File: src/rtl/score_keeper.sv
// score_keeper: rhythm-game scorer with countdown, streak multiplier and saturating packed-BCD score.
module score_keeper #(
    parameter int READY_CYCLES = 4
) (
    input  logic       clk,
    input  logic       rst,
    input  logic       start,
    input  logic       hit,
    input  logic       miss,
    input  logic       song_done,
    output logic [7:0] score,
    output logic [2:0] mode,
    output logic [2:0] mult
);
    localparam int CW = (READY_CYCLES > 1) ? $clog2(READY_CYCLES) : 1;
    localparam logic [CW-1:0] LAST = CW'(READY_CYCLES - 1);

    typedef enum logic [2:0] {
        IDLE   = 3'b000,
        READY  = 3'b001,
        PLAY   = 3'b010,
        FINISH = 3'b101
    } state_t;

    state_t        state_q, state_d;
    logic [CW-1:0] cnt_q, cnt_d;
    logic [7:0]    score_q, score_d;
    logic [3:0]    streak_q, streak_d;
    logic [4:0]    ones_sum;
    logic [3:0]    tens_sum;
    logic          carry;

    assign score = score_q;
    assign mode  = state_q;
    assign mult  = {1'b0, streak_q[3:2]} + 3'd1;

    // mult never exceeds 4, so a single carry into tens is enough
    assign ones_sum = {1'b0, score_q[3:0]} + {2'b00, mult};
    assign carry    = ones_sum > 5'd9;
    assign tens_sum = score_q[7:4] + {3'b000, carry};

    always_comb begin
        state_d  = state_q;
        cnt_d    = cnt_q;
        score_d  = score_q;
        streak_d = streak_q;
        case (state_q)
            IDLE, FINISH: begin
                if (start) begin
                    state_d  = READY;
                    cnt_d    = '0;
                    score_d  = 8'h00;
                    streak_d = 4'd0;
                end
            end
            READY: begin
                state_d = (cnt_q == LAST) ? PLAY : READY;
                cnt_d   = (cnt_q == LAST) ? '0 : cnt_q + 1'b1;
            end
            PLAY: begin
                if (miss) begin
                    streak_d = 4'd0;
                end else if (hit) begin
                    streak_d = (streak_q == 4'd15) ? streak_q : streak_q + 4'd1;
                    score_d  = (tens_sum > 4'd9) ? 8'h99
                             : {tens_sum, carry ? ones_sum[3:0] - 4'd10 : ones_sum[3:0]};
                end
                if (song_done) state_d = FINISH;
            end
            default: state_d = IDLE;
        endcase
    end

    always_ff @(posedge clk or posedge rst) begin
        if (rst) begin
            state_q  <= IDLE;
            cnt_q    <= '0;
            score_q  <= 8'h00;
            streak_q <= 4'd0;
        end else begin
            state_q  <= state_d;
            cnt_q    <= cnt_d;
            score_q  <= score_d;
            streak_q <= streak_d;
        end
    end
endmodule
File: config.mk
export PLATFORM = sky130hd
export DESIGN_NAME = score_keeper
export DESIGN_NICKNAME = d
export VERILOG_FILES = /design/src/rtl/score_keeper.sv
export SDC_FILE = /design/constraint.sdc
export NUM_CORES = 1
export LEC_CHECK = 0
export BUFFER_PORTS_ARGS = -buffer_cell sky130_fd_sc_hd__buf_2
export CAP_MARGIN = 20
export CORE_MARGIN = 8
export CORE_UTILIZATION = 45
export DETAILED_ROUTE_END_ITERATION = 12
export GPL_TIMING_DRIVEN = 0
export PLACE_DENSITY = 0.77
export SKIP_LAST_GASP = 1
export SLEW_MARGIN = 5
export SYNTH_ARGS = -nofsm -noshare
export SYNTH_HDL_FRONTEND = slang
export SYNTH_SLANG_ARGS = --single-unit
File: constraint.sdc
create_clock -name clk -period 3.7 [get_ports clk]
set_input_delay 0.185 -clock clk [delete_from_list [all_inputs] [get_ports clk]]
set_output_delay 0.185 -clock clk [all_outputs]
set_load 0.05 [all_outputs]
**Word level (Yosys, flattened, before mapping)**

Index checks and enable logic that the tools add are counted.

- Register bits after elaboration: 17
- Output and inout bits: 14
- Logic and storage cells: 49

- Add/subtract/negate cells: 6
- $lt $le $gt $ge: 2
- Equal/unequal tests: 11
- Mux-type cells: 18
- Reductions and logical operators: 8

Operator list:

| operator | number |
|---|---|
| 2-to-1 mux 8 bit | 4 |
| 2-to-1 mux 4 bit | 5 |
| one-hot mux 8 bit (2 select lines) | 1 |
| one-hot mux 3 bit (3 select lines) | 1 |
| != test 2 bit, second input constant | 4 |
| one-hot mux 4 bit (2 select lines) | 1 |
| AND reduction 4 bit | 2 |
| 2-to-1 mux 2 bit | 3 |
| 2-to-1 mux 3 bit | 2 |
| != test 3 bit, second input constant | 2 |
| adder 4 x 3 -> 5 bit | 1 |
| > comparator 5 x 4 -> 1 bit, second input constant | 1 |
| adder 4 x 1 -> 4 bit | 1 |
| adder 4 x 1 -> 4 bit, second input constant | 1 |
| equality test 4 bit, second input constant | 1 |
| > comparator 4 bit, second input constant | 1 |
| one-hot mux 2 bit (2 select lines) | 1 |
| AND reduction 2 bit | 2 |
| nonzero test 2 bit | 2 |
| subtractor 4 bit, second input constant | 1 |
| adder 2 x 1 -> 3 bit, second input constant | 1 |
| equality test 3 x 1 -> 1 bit, second input constant | 1 |
| equality test 3 x 2 -> 1 bit, second input constant | 1 |
| equality test 3 bit, second input constant | 1 |
| other kinds (4) | 4 |

**Longest topological paths before layout**

Gate-level depths: netlist of the first run.

- Depth in word-level cells: 9
- Mapped depth: 15
- Depth with buffers taken out: 14

**Least setup slack after synthesis of the first run**

OpenSTA, ideal clock, no wires.

- Path kind: register to register
- From: reg streak_q[2]
- To: reg score_q[1] (netlist: score[1])
- Data arrival time: 3,171 ps
- Required time: 3,579 ps
- Path slack: 408 ps
- Stages on the path, launching flop included: 14
- Path buffers: 0
- Clock period less this slack: 3,292 ps
- Path through: dfrtp_1 ha_1 fa_1 nor4_1 a21o_1 a221o_1 inv_1 ha_1 ha_1 xor2_1 nor2_1 nor2_1 nor2_1 a22o_1

- Word-level cells in the longest chain between the ends: 9
- Elaborated cells on any way between the ends: 11
- Those cells by class: add/sub: 4; order compare: 2; mux: 5

Ends and longest elaborated chain:

| item | RTL line | text |
|---|---|---|
| from (decl) | 28 | `logic [3:0] streak_q, streak_d;` |
| from (signal assigned) | 84 | `streak_q <= streak_d;` |
| adder 2 x 1 -> 3 bit (*) | 35 | `assign mult = {1'b0, streak_q[3:2]} + 3'd1;` |
| net mult[1] | 13 | `output logic [2:0] mult` |
| adder 4 x 3 -> 5 bit (*) | 38 | `assign ones_sum = {1'b0, score_q[3:0]} + {2'b00, mult};` |
| > comparator 5 x 4 -> 1 bit | 39 | `assign carry = ones_sum > 5'd9;` |
| adder 4 x 1 -> 4 bit | 40 | `assign tens_sum = score_q[7:4] + {3'b000, carry};` |
| > comparator 4 bit | 65 | `score_d = (tens_sum > 4'd9) ? 8'h99` |
| 2-to-1 mux 8 bit (*) | 65 |  |
| 2-to-1 mux 8 bit (*) | 63 | `end else if (hit) begin` |
| 2-to-1 mux 8 bit (*) | 61 | `if (miss) begin` |
| one-hot mux 8 bit (2 select lines) (*) | 47 | `case (state_q)` |
| to (signal assigned) | 83 | `score_q <= score_d;` |
| to (decl) | 27 | `logic [7:0] score_q, score_d;` |

The timed path passes the listed nets; every way through them passes the cells marked *. The select of a mux whose other input is x is not followed.
A chain may end at the register's enable or synchronous reset.

**Worst setup path after layout of the first run**

- From: reg streak_q[2]
- To: reg score_q[1] (netlist: score[1])

- Word-level cells in the longest chain between the ends: 9
- Elaborated cells on any way between the ends: 11
- Those cells by class: add/sub: 4; order compare: 2; mux: 5

Ends and longest elaborated chain:

| item | RTL line |
|---|---|
| adder 2 x 1 -> 3 bit (*) | 35 |
| adder 4 x 3 -> 5 bit (*) | 38 |
| > comparator 5 x 4 -> 1 bit | 39 |
| adder 4 x 1 -> 4 bit | 40 |
| > comparator 4 bit | 65 |
| 2-to-1 mux 8 bit (*) | 65 |
| 2-to-1 mux 8 bit (*) | 63 |
| 2-to-1 mux 8 bit (*) | 61 |
| one-hot mux 8 bit (2 select lines) (*) | 47 |

Every way passes the cells marked *; elsewhere a longest branch is shown, timed or not. The select of a mux whose other input is x is not followed.

==> qor.csv, run 1 <==
metric,value,unit
setup repair bufs after CTS,0,
row count,18,
area share of the largest cell type after synthesis,35.5,%
Crit. End Element,flop,
RePlAce Congestion,0.815,
CP arrival,3.51,ns
Longest Clk Path Bufs,2,
1st-iter DRT viols,63,
synth unique cells,43,
CP max-delay cell,fa_2,
"area leader, netlist",dfrtp_1,
final slew viol count,0,
Pwr Total,0.647,mW
Least-Margin Pin Slew,0.775,ns
fraction of layout instances using a drive strength above 1,21.7,%
Hold WC Path Type,in -> reg,
number of synthesized register bits,17,
Crit Path Class,reg -> reg,
critical path required time,3.88,ns
Peak Freq,301,MHz
sequential fraction of the synthesis area,35.5,%
Synth Instances,128,
setup TNS,0,ns
total gr overflow,0,
starting density of the core,48.0,%
io pins,20,
VDD IR max,0.389,mV
Mean Syn Cell Area,9.37,µm²
DR vias,1070,
Die Width,67.6,µm
crit-path max cell delay,0.65,ns
Final setup violation count,0,
max-cap viol count,0,
post-route minimum period,3.33,ns
most frequent cells in the layout,"buf_2, dfrtp_1, nor2_1",
cell mode on critical path,ha_1,
drt via density,5.88,
1st-pass router iterations,4,
"leading cell type in the layout, fill and taps excluded",buf_2,
PortBufs,19,
final hold violation count,0,
wire length per cell,15.5,µm
RSZ-0062 raised after global routing,no,
# diodes,0,
Post-synth EDFFs,0,
Die Area,4570,µm²
Max Clock Skew,0.00242,ns
largest net degree at the start of global routing,18,
initial antenna violation count,0,
ranking of synthesized cells by area,"dfrtp_1, ha_1, nor2_1",
Final ANT Viol Nets,0,
Pwr per Cell Area,465,nW/µm²
post-synthesis cell area,1200,µm²
number of global-route vias before repair,1136,
worst-path fanout max,6,
H-tree depth,1,
Core Area,2500,µm²
Die H,67.6,µm
Max-slew headroom,48.0,%
area grow syn2layout,16.1,%
Remaining DRCs,0,
final WL,2.82,mm
CTS Sinks,17,
status,"complete, no violations",
Most used DFF post-synth,dfrtp_1,
"FFs w/ async S/R, synth",100,%
Nets,169,
global router's overall resource usage,13.1,%
total CTS buffers,3,
Fillers,233,
clk root buf,clkbuf_4,
CTS clock-pin slew for the worst setup and hold paths,0.10,ns
period utilisation layout,89.9,%
syn nets,144,
crit start category,flop,
Ys Warns,0,
"Cell Chain, Critical Path",ha_1 -> fa_2 -> o21ai_0 -> a21o_1 -> a221o_1 -> inv_1 -> ha_1 -> ha_1 -> xor2_1 -> nor2_1 -> nor2_2 -> nor2_1 -> a22o_1,
static leakage,0.673,nW
CTS tree,done,
first-pass GRT wire length,4.86,mm
Final HPWL DP,2.13,mm
Clock Latency Late Sink,0.28,ns
[worst max-delay path, delay by kind of cell (launching register included)]
kind            cells  cell delay [ns]
fa+ha+maj           4             1.37
xor+xnor            1             0.20
flops               1             0.43
simple gates        3             0.34
compound gates      4             0.80
buf+inv             1             0.08
[synth_stat cells, types with 2 or more instances]
master,count
nor2b_1,2
nand2_1,6
nand4_1,2
inv_1,7
xor2_1,3
o2bb2ai_1,3
a32o_1,2
a211o_1,2
o21ai_0,8
dfrtp_1,17
nor2_1,16
xnor2_1,2
a21oi_1,6
nand2b_1,5
a22o_1,4
o32ai_1,2
mux2i_1,4
ha_1,9
a22oi_1,3
buf_4,2
[path summary, 6_finish.rpt]
check	start	to	slack (ns)	cells past startpoint
max in group asynchronous	rst	score[7]	2.76	3
hold reg to reg	cnt_q[1]	cnt_q[1]	0.52	1
min in group asynchronous	rst	streak_q[2]	0.53	3
setup reg to reg	streak_q[2]	score[1]	0.37	13
hold / removal	song_done	mode[2]	0.16	2
setup / recovery	streak_q[2]	score[1]	0.37	13
[cells by family after synthesis]
family | Yosys count | synth area share (%)
XOR/XNOR | 5 | 3.65
multiplexers | 4 | 3.34
AND/OR/NAND/NOR | 43 | 19.5
AO/OA/AOI/OAI | 37 | 21.9
buffers and inverters | 12 | 5.11
adder cells (fa/ha/maj) | 10 | 11.1
flip-flops | 17 | 35.5
[flip-flops by register name (all words and copies together), names as in the netlist]
register and cells:
cnt_q 2, streak_q 4, mode 3, score 8
[timing repair]
| item | in CTS | in global routing |
|---|---|---|
| hold buffers | 1 | 0 |
| hold endpoints to repair | 17 | 0 |
| setup endpoints to repair | 0 | 4 |
| resized for setup | 0 | 5 |
[metrics by stage]
stage	setup WS, ns	instances	hold WS, ns	cell area [µm²]	util (%)
after floorplan	0.408	128	0.111	1200	-
after global placement	0.425	177	0.294	1330	53.3
after detailed placement	0.254	177	0.303	1330	53.3
after CTS	0.212	182	0.159	1370	54.8
after global routing	0.0494	182	0.181	1390	55.7
final	0.374	182	0.158	1390	55.7
[where the power goes]
| part | switching, mW | internal [mW] | total, mW |
|---|---|---|---|
| logic | 0.189 | 0.119 | 0.308 |
| registers | 0.0237 | 0.217 | 0.241 |
| clock network | 0.0560 | 0.0418 | 0.0978 |
| total | 0.269 | 0.378 | 0.647 |
[layout make-up]
type	count	area, µm²	share of cell area [%]
plain buffers	5	35.0	2.52
clock buffers	4	26.3	1.89
inverters	7	26.3	1.89
multi-input cells	99	737	52.9
flip-flops and latches	17	425	30.5
well taps	30	37.5	2.70
repair buffers	20	105	7.55
[routing by layer]
metal | global-route usage, % | part of all wire, % | up-vias
met4 | 5.22 | 1.2 | 0
met3 | 2.48 | 4.2 | 6
met5 | 0 | 0 | -
li1 | - | - | 518
met2 | 23.7 | 50 | 24
met1 | 14.8 | 45 | 522
Note: power is estimated with default switching activity, not from simulation.
==> run 2, diff against run 1 <==
--- a/config.mk
+++ b/config.mk
@@ -5,13 +5,13 @@
 export SDC_FILE = /design/constraint.sdc
 export NUM_CORES = 1
 export LEC_CHECK = 0
+export ABC_AREA = 1
 export BUFFER_PORTS_ARGS = -buffer_cell sky130_fd_sc_hd__buf_2
 export CAP_MARGIN = 20
-export CORE_MARGIN = 8
 export CORE_UTILIZATION = 45
 export DETAILED_ROUTE_END_ITERATION = 12
 export GPL_TIMING_DRIVEN = 0
-export PLACE_DENSITY = 0.77
+export PLACE_DENSITY = 0.78
 export SKIP_LAST_GASP = 1
 export SLEW_MARGIN = 5
 export SYNTH_ARGS = -nofsm -noshare
==> run 2 against run 1 <==
  * Sequential power up 5%
  * Utilization up 0.37 points
  * Clock-buffer cell count unchanged
  * Synthesized cell count up 14%
  * Power up 8.3%
  * Critical path type unchanged
  * Hold slack worse by 0.055 ns
  * Global-route usage up 5.4 points
  * Final cell count up 8.8%
  * Largest cell class unchanged
==> qor.csv, run 2 <==
metric,value,unit,change
status,"complete, no violations",,
first-pass GRT wire length,3.66,mm,-25%
Layout Utilization,56.1,%,+0.37 points
global router's overall resource usage,18.5,%,+5.4 points
drt via density,5.11,,-13%
Crit Path Class,reg -> reg,,
number of global-route vias before repair,871,,-23%
Sw Share,48.6,%,+7.0 points
Ys Warns,0,,unchanged
Commonest cells post-synth,"nand2_1, inv_1, dfrtp_1",,
crit start category,flop,,
area share of the largest cell type after synthesis,38.3,%,+2.9 points
"leading cell type in the layout, fill and taps excluded",nand2_1,,
Non-Filler Instances,198,,+8.8%
critical path required time,3.89,ns,about the same
row count,17,,-1
starting density of the core,48.8,%,+0.77 points
CP arrival,3.31,ns,-0.20 ns
Core Area,2280,µm²,-9.0%
final WL,2.15,mm,-24%
Placed Instances,193,,+9.0%
ranking of synthesized cells by area,"dfrtp_1, nand2_1, ha_1",,
RePlAce Congestion,0.825,,+1.2%
VDD IR max,0.372,mV,-4.2%
Synth Instances,146,,+14%
area grow syn2layout,15.0,%,
Seq pwr share,36.2,%,-1.0 points
Mean Syn Cell Area,7.60,µm²,-19%
most frequent cells in the layout,"nand2_1, inv_1, buf_2",,
Final HPWL DP,1.69,mm,-21%
"count leader, synth",nand2_1,,
total CTS buffers,3,,unchanged
final slew viol count,0,,unchanged
total gr overflow,0,,unchanged
Final setup violation count,0,,unchanged
number of synthesized register bits,17,,unchanged
DR vias,1011,,-5.5%
syn nets,162,,+13%
Longest Clk Path Bufs,2,,unchanged
1st-pass router iterations,5,,+1
setup TNS,0,ns,unchanged
Max Clock Skew,0.00588,ns,+0.00345 ns
largest net degree at the start of global routing,18,,unchanged
final hold violation count,0,,unchanged
Die Area,2670,µm²,-42%
cell-internal power,0.360,mW,-4.7%
fraction of layout instances using a drive strength above 1,19.4,%,-2.3 points
Clock Latency Late Sink,0.29,ns,about the same
Die Width,51.7,µm,-24%
synth unique cells,21,,-51%
max-cap viol count,0,,unchanged
Peak Freq,320,MHz,+6.6%
Comb pwr share,49.3,%,+1.7 points
Remaining DRCs,0,,unchanged
Crit. End Element,flop,,
post-synthesis cell area,1110,µm²,-7.5%
"FFs w/ async S/R, synth",100,%,unchanged
Post-synth EDFFs,0,,unchanged
1st-iter DRT viols,14,,-78%
Hold WC Path Type,in -> reg,,
worst-path fanout max,5,,-1
Nets,187,,+11%
period utilisation layout,84.3,%,-5.6 points
PortBufs,19,,unchanged
clk root buf,clkbuf_4,,
RSZ-0062 raised after global routing,no,,
Least-Margin Pin Slew,0.661,ns,-0.113 ns
CTS clock-pin slew for the worst setup and hold paths,0.10,ns,about the same
Most used DFF post-synth,dfrtp_1,,
# diodes,0,,unchanged
number of flip-flops in the largest register,8,,unchanged
static leakage,0.722,nW,+7.3%
Pwr per Cell Area,549,nW/µm²,+18%
Clk pwr share,14.6,%,-0.5 points
io pins,20,,unchanged
CTS tree,done,,
Final ANT Viol Nets,0,,unchanged
initial antenna violation count,0,,unchanged
Die H,51.7,µm,-24%
Net Sw Power,0.340,mW,+26%
CTS Sinks,17,,unchanged
Pwr Total,0.700,mW,+8.3%
"area leader, netlist",dfrtp_1,,
H-tree depth,1,,unchanged
wire length per cell,10.8,µm,-30%
post-route minimum period,3.12,ns,-0.206 ns
CTS-repair resized insts,0,,unchanged
Max-slew headroom,55.9,%,+7.9 points
sequential fraction of the synthesis area,38.3,%,+2.9 points
==> run 2: cell count changes after synthesis, sizes merged, moves of 3 or more <==
cell	before	now
o2bb2ai	3	0
mux2i	4	0
nand2	6	40
o21ai	9	14
inv	7	23
buf	3	0
nand2b	5	0
a22o	4	0
nand3	1	15
a22oi	3	0
==> run 2: repair_timing <==
action                    CTS  global route
setup buffers               0             0
hold buffers                1             0
hold endpoints to repair   17             0
==> run 2: final cells by class <==
type	count	area [µm²]
fill	206	1000
clock buffer	4	26.3
tap	28	35.0
inverter	23	86.3
sequential	17	425
multi-input combinational	106	598
timing repair buffer	20	105
==> run 2: power by group through the flow <==
stage | Sequential [mW] | Combinational, mW | Clock [mW]
2_1_floorplan | 0.317 | 0.209 | 0
3_3_place_gp | 0.255 | 0.333 | 0
3_5_place_dp | 0.257 | 0.344 | 0
4_1_cts | 0.253 | 0.346 | 0.105
5_1_grt | 0.259 | 0.382 | 0.115
6_report | 0.253 | 0.345 | 0.102
==> run 2: worst paths after layout <==
check | from | endpoint | slack, ns | cells after the start
worst min-delay path | song_done | mode[1] | 0.10 | 2
worst min register to register | cnt_q[0] | cnt_q[0] | 0.49 | 1
min in group asynchronous | rst | score[5] | 0.52 | 3
worst max register to register | streak_q[2] | score[1] | 0.58 | 14
max in group asynchronous | rst | cnt_q[0] | 2.75 | 3
worst max-delay path | streak_q[2] | score[1] | 0.58 | 14
==> run 2: cells by family (layout without fill, tap and decap cells) <==
logic type               after synthesis  after routing  synth area share (%)
AO/OA/AOI/OAI                         20             20                  9.58
XOR/XNOR                               3              3                  2.37
adder cells (fa/ha/maj)               10             10                  12.0
buffers and inverters                 23             47                  7.78
flip-flops                            17             17                  38.3
AND/OR/NAND/NOR                       73             73                  30.0
==> run 2: critical path, stage by stage, from the launching register on <==
cell and delay (ns):
dfrtp_1 0.44, ha_1 0.37, fa_1 0.45, xnor2_1 0.26
nand2_1 0.14, nand3_2 0.12, nand2_1 0.10, ha_1 0.21
ha_1 0.19, xor2_1 0.22, nor2_1 0.07, nor2_1 0.24
nor2_2 0.08, nand3_1 0.09, nand2_1 0.06
==> run 2: layer usage <==
| metal | track usage [%] | up-vias | share of wire, % |
|---|---|---|---|
| met3 | 6.14 | 2 | 6.5 |
| met5 | 0 | - | 0 |
| li1 | - | 520 | - |
| met1 | 21.6 | 452 | 44 |
| met2 | 33.3 | 37 | 49 |
| met4 | 2.70 | 0 | 0.61 |
==> run 2: per-stage QoR <==
stage,hold WS [ns],setup slack (ns),cell area (µm²)
6_report,0.103,0.580,1280
5_1_grt,0.107,0.330,1280
4_1_cts,0.0909,0.565,1280
3_5_place_dp,0.317,0.589,1240
3_3_place_gp,0.299,0.660,1240
2_1_floorplan,0.111,0.653,1110
==> run 3, diff against run 2 <==
==> constraint.sdc (replaced) <==
create_clock -name clk -period 2.9 [get_ports clk]
set_input_delay 0.145 -clock clk [delete_from_list [all_inputs] [get_ports clk]]
set_output_delay 0.145 -clock clk [all_outputs]
set_load 0.05 [all_outputs]
==> run 3 against run 2 <==
  * Cell area increased by 6.3%
  * Non-clock buffer count increased by 3
  * Largest cell class unchanged
  * Critical path depth increased by 1
  * Clock skew decreased by 0.0016 ns
==> qor.csv, run 3 (same netlist as run 2, synthesis figures left out) <==
metric,value,unit,change
max-cap viol count,0,,unchanged
Core Area,2280,µm²,unchanged
Peak Freq,367,MHz,+14%
worst-path fanout max,4,,-1
crit start category,flop,,
VDD IR max,0.691,mV,+86%
CTS tree,done,,
final WL,2.21,mm,+3.1%
PortBufs,19,,unchanged
top layer used by detailed routing,met4,,
row count,17,,unchanged
"Cell Chain, Critical Path",clkinvlp_4 -> ha_4 -> fa_2 -> xnor2_2 -> nand2_2 -> nand3_4 -> nand2_2 -> ha_2 -> ha_1 -> xor2_1 -> nor2_1 -> nor2_2 -> nor2_2 -> nand3_1 -> nand2_1,,
critical path required time,3.09,ns,-0.80 ns
H-tree depth,1,,unchanged
setup TNS,0,ns,unchanged
Remaining DRCs,0,,unchanged
io pins,20,,unchanged
Pwr per Cell Area,671,nW/µm²,+22%
Fillers,207,,+0.49%
Max Clock Skew,0.00427,ns,-0.00161 ns
1st-pass router iterations,4,,-1
number of flip-flops in the largest register,8,,unchanged
CP arrival,2.92,ns,-0.39 ns
post-route minimum period,2.73,ns,-0.395 ns
Final ANT Viol Nets,0,,unchanged
Die Area,2670,µm²,unchanged
number of global-route vias before repair,942,,+8.2%
drt via density,5.01,,-1.9%
total gr overflow,0,,unchanged
Clock Latency Late Sink,0.29,ns,about the same
final slew viol count,0,,unchanged
"leading cell type in the layout, fill and taps excluded",nand2_1,,
total CTS buffers,3,,unchanged
most frequent cells in the layout,"nand2_1, inv_1, buf_2",,
clk root buf,clkbuf_4,,
Nets,190,,+1.6%
Non-Filler Instances,201,,+1.5%
met3 routed WL,44,µm,-68%
largest net degree at the start of global routing,18,,unchanged
M1 wire length,1.03,mm,+8.1%
CTS Sinks,17,,unchanged
final hold violation count,0,,unchanged
Crit. End Element,flop,,
# diodes,0,,unchanged
Final HPWL DP,1.72,mm,+2.3%
Placed Instances,193,,unchanged
Least-Margin Pin Slew,0.640,ns,-0.0209 ns
initial antenna violation count,0,,unchanged
final instance area,1360,µm²,+6.3%
CTS clock-pin slew for the worst setup and hold paths,0.10,ns,about the same
Crit Path Class,reg -> reg,,
first-pass GRT wire length,3.74,mm,+2.1%
status,"complete, no violations",,
area grow syn2layout,22.2,%,
Final setup violation count,0,,unchanged
1st-iter DRT viols,8,,-6
Die H,51.7,µm,unchanged
wire length per cell,11.0,µm,+1.5%
period utilisation layout,94.0,%,+9.7 points
starting density of the core,48.8,%,unchanged
fraction of layout instances using a drive strength above 1,26.6,%,+7.2 points
DP Area,1270,µm²,+2.5%
Max-slew headroom,57.3,%,+1.4 points
Die Width,51.7,µm,unchanged
global router's overall resource usage,18.7,%,+0.17 points
Hold WC Path Type,in -> reg,,
crit-path max cell delay,0.44,ns,about the same
CP max-delay cell,dfrtp_2,,
DR WL met2,1.10,mm,+5.7%
RePlAce Congestion,0.753,,-8.7%
DR vias,1007,,-0.40%
Longest Clk Path Bufs,2,,unchanged
static leakage,0.724,nW,+0.34%
-- run 3: changes by cell type in the layout (fill, tap and decap cells not counted), sizes merged --
cell,before,now
inv,23,22
clkinvlp,0,1
buf,19,22
-- run 3: per-stage QoR --
stage          utilization [%]  hold slack (ns)  power [mW]  worst slack, ns
2_1_floorplan                -           0.0711       0.678           0.0165
3_3_place_gp              55.9            0.251       0.759           0.0419
3_5_place_dp              55.9            0.267       0.779           0.0150
4_1_cts                   57.5           0.0401       0.909          0.00875
5_1_grt                   59.6           0.0392       0.987          -0.0169
6_report                  59.6           0.0476       0.910            0.174
-- run 3: area by class of cell --
class | instances | area (µm²) | share of cell area, %
timing repair buffer | 23 | 128 | 9.41
multi-input combinational | 106 | 651 | 48.0
sequential | 17 | 427 | 31.5
inverter | 23 | 90.1 | 6.64
clock buffer | 4 | 26.3 | 1.94
tap | 28 | 35.0 | 2.58
-- run 3: path summary, 6_finish.rpt --
kind / from / end / slack [ns] / cells after the start
worst max-delay path: streak_q[2] / score[2] / 0.17 / 15
worst min-delay path: song_done / mode[1] / 0.05 / 2
worst max register to register: streak_q[2] / score[2] / 0.17 / 15
worst min register to register: cnt_q[0] / cnt_q[0] / 0.49 / 1
max in group asynchronous: rst / streak_q[2] / 1.99 / 3
min in group asynchronous: rst / cnt_q[0] / 0.47 / 3
-- run 3: per-layer routing --
metal / track usage (%) / vias to the layer above
met4: 7.21 / 0
met1: 22.5 / 464
met2: 34.0 / 13
met3: 1.75 / 5
met5: 0 / -
li1: - / 525
-- run 3: what timing repair did --
action | in CTS | in global routing
gates resized for setup | 1 | 5
endpoints found under the setup margin | 2 | 5
pin swaps | 0 | 7
buffers inserted | 0 | 3
endpoints found under the hold margin | 17 | 0
hold buffers | 1 | 0
-- run 3: where the power goes --
part	total [mW]	leakage [nW]	switching [mW]	internal (mW)
logic	0.455	0.481	0.320	0.134
registers	0.326	0.229	0.0463	0.280
clock network	0.129	0.0150	0.0750	0.0536
-- run 3: worst max-delay path, delay by kind of cell (launching register included) --
kind          cells  cell delay [ns]
xor+xnor          2             0.40
buf+inv           1             0.13
flops             1             0.44
simple gates      8             0.73
fa+ha+maj         4             0.92
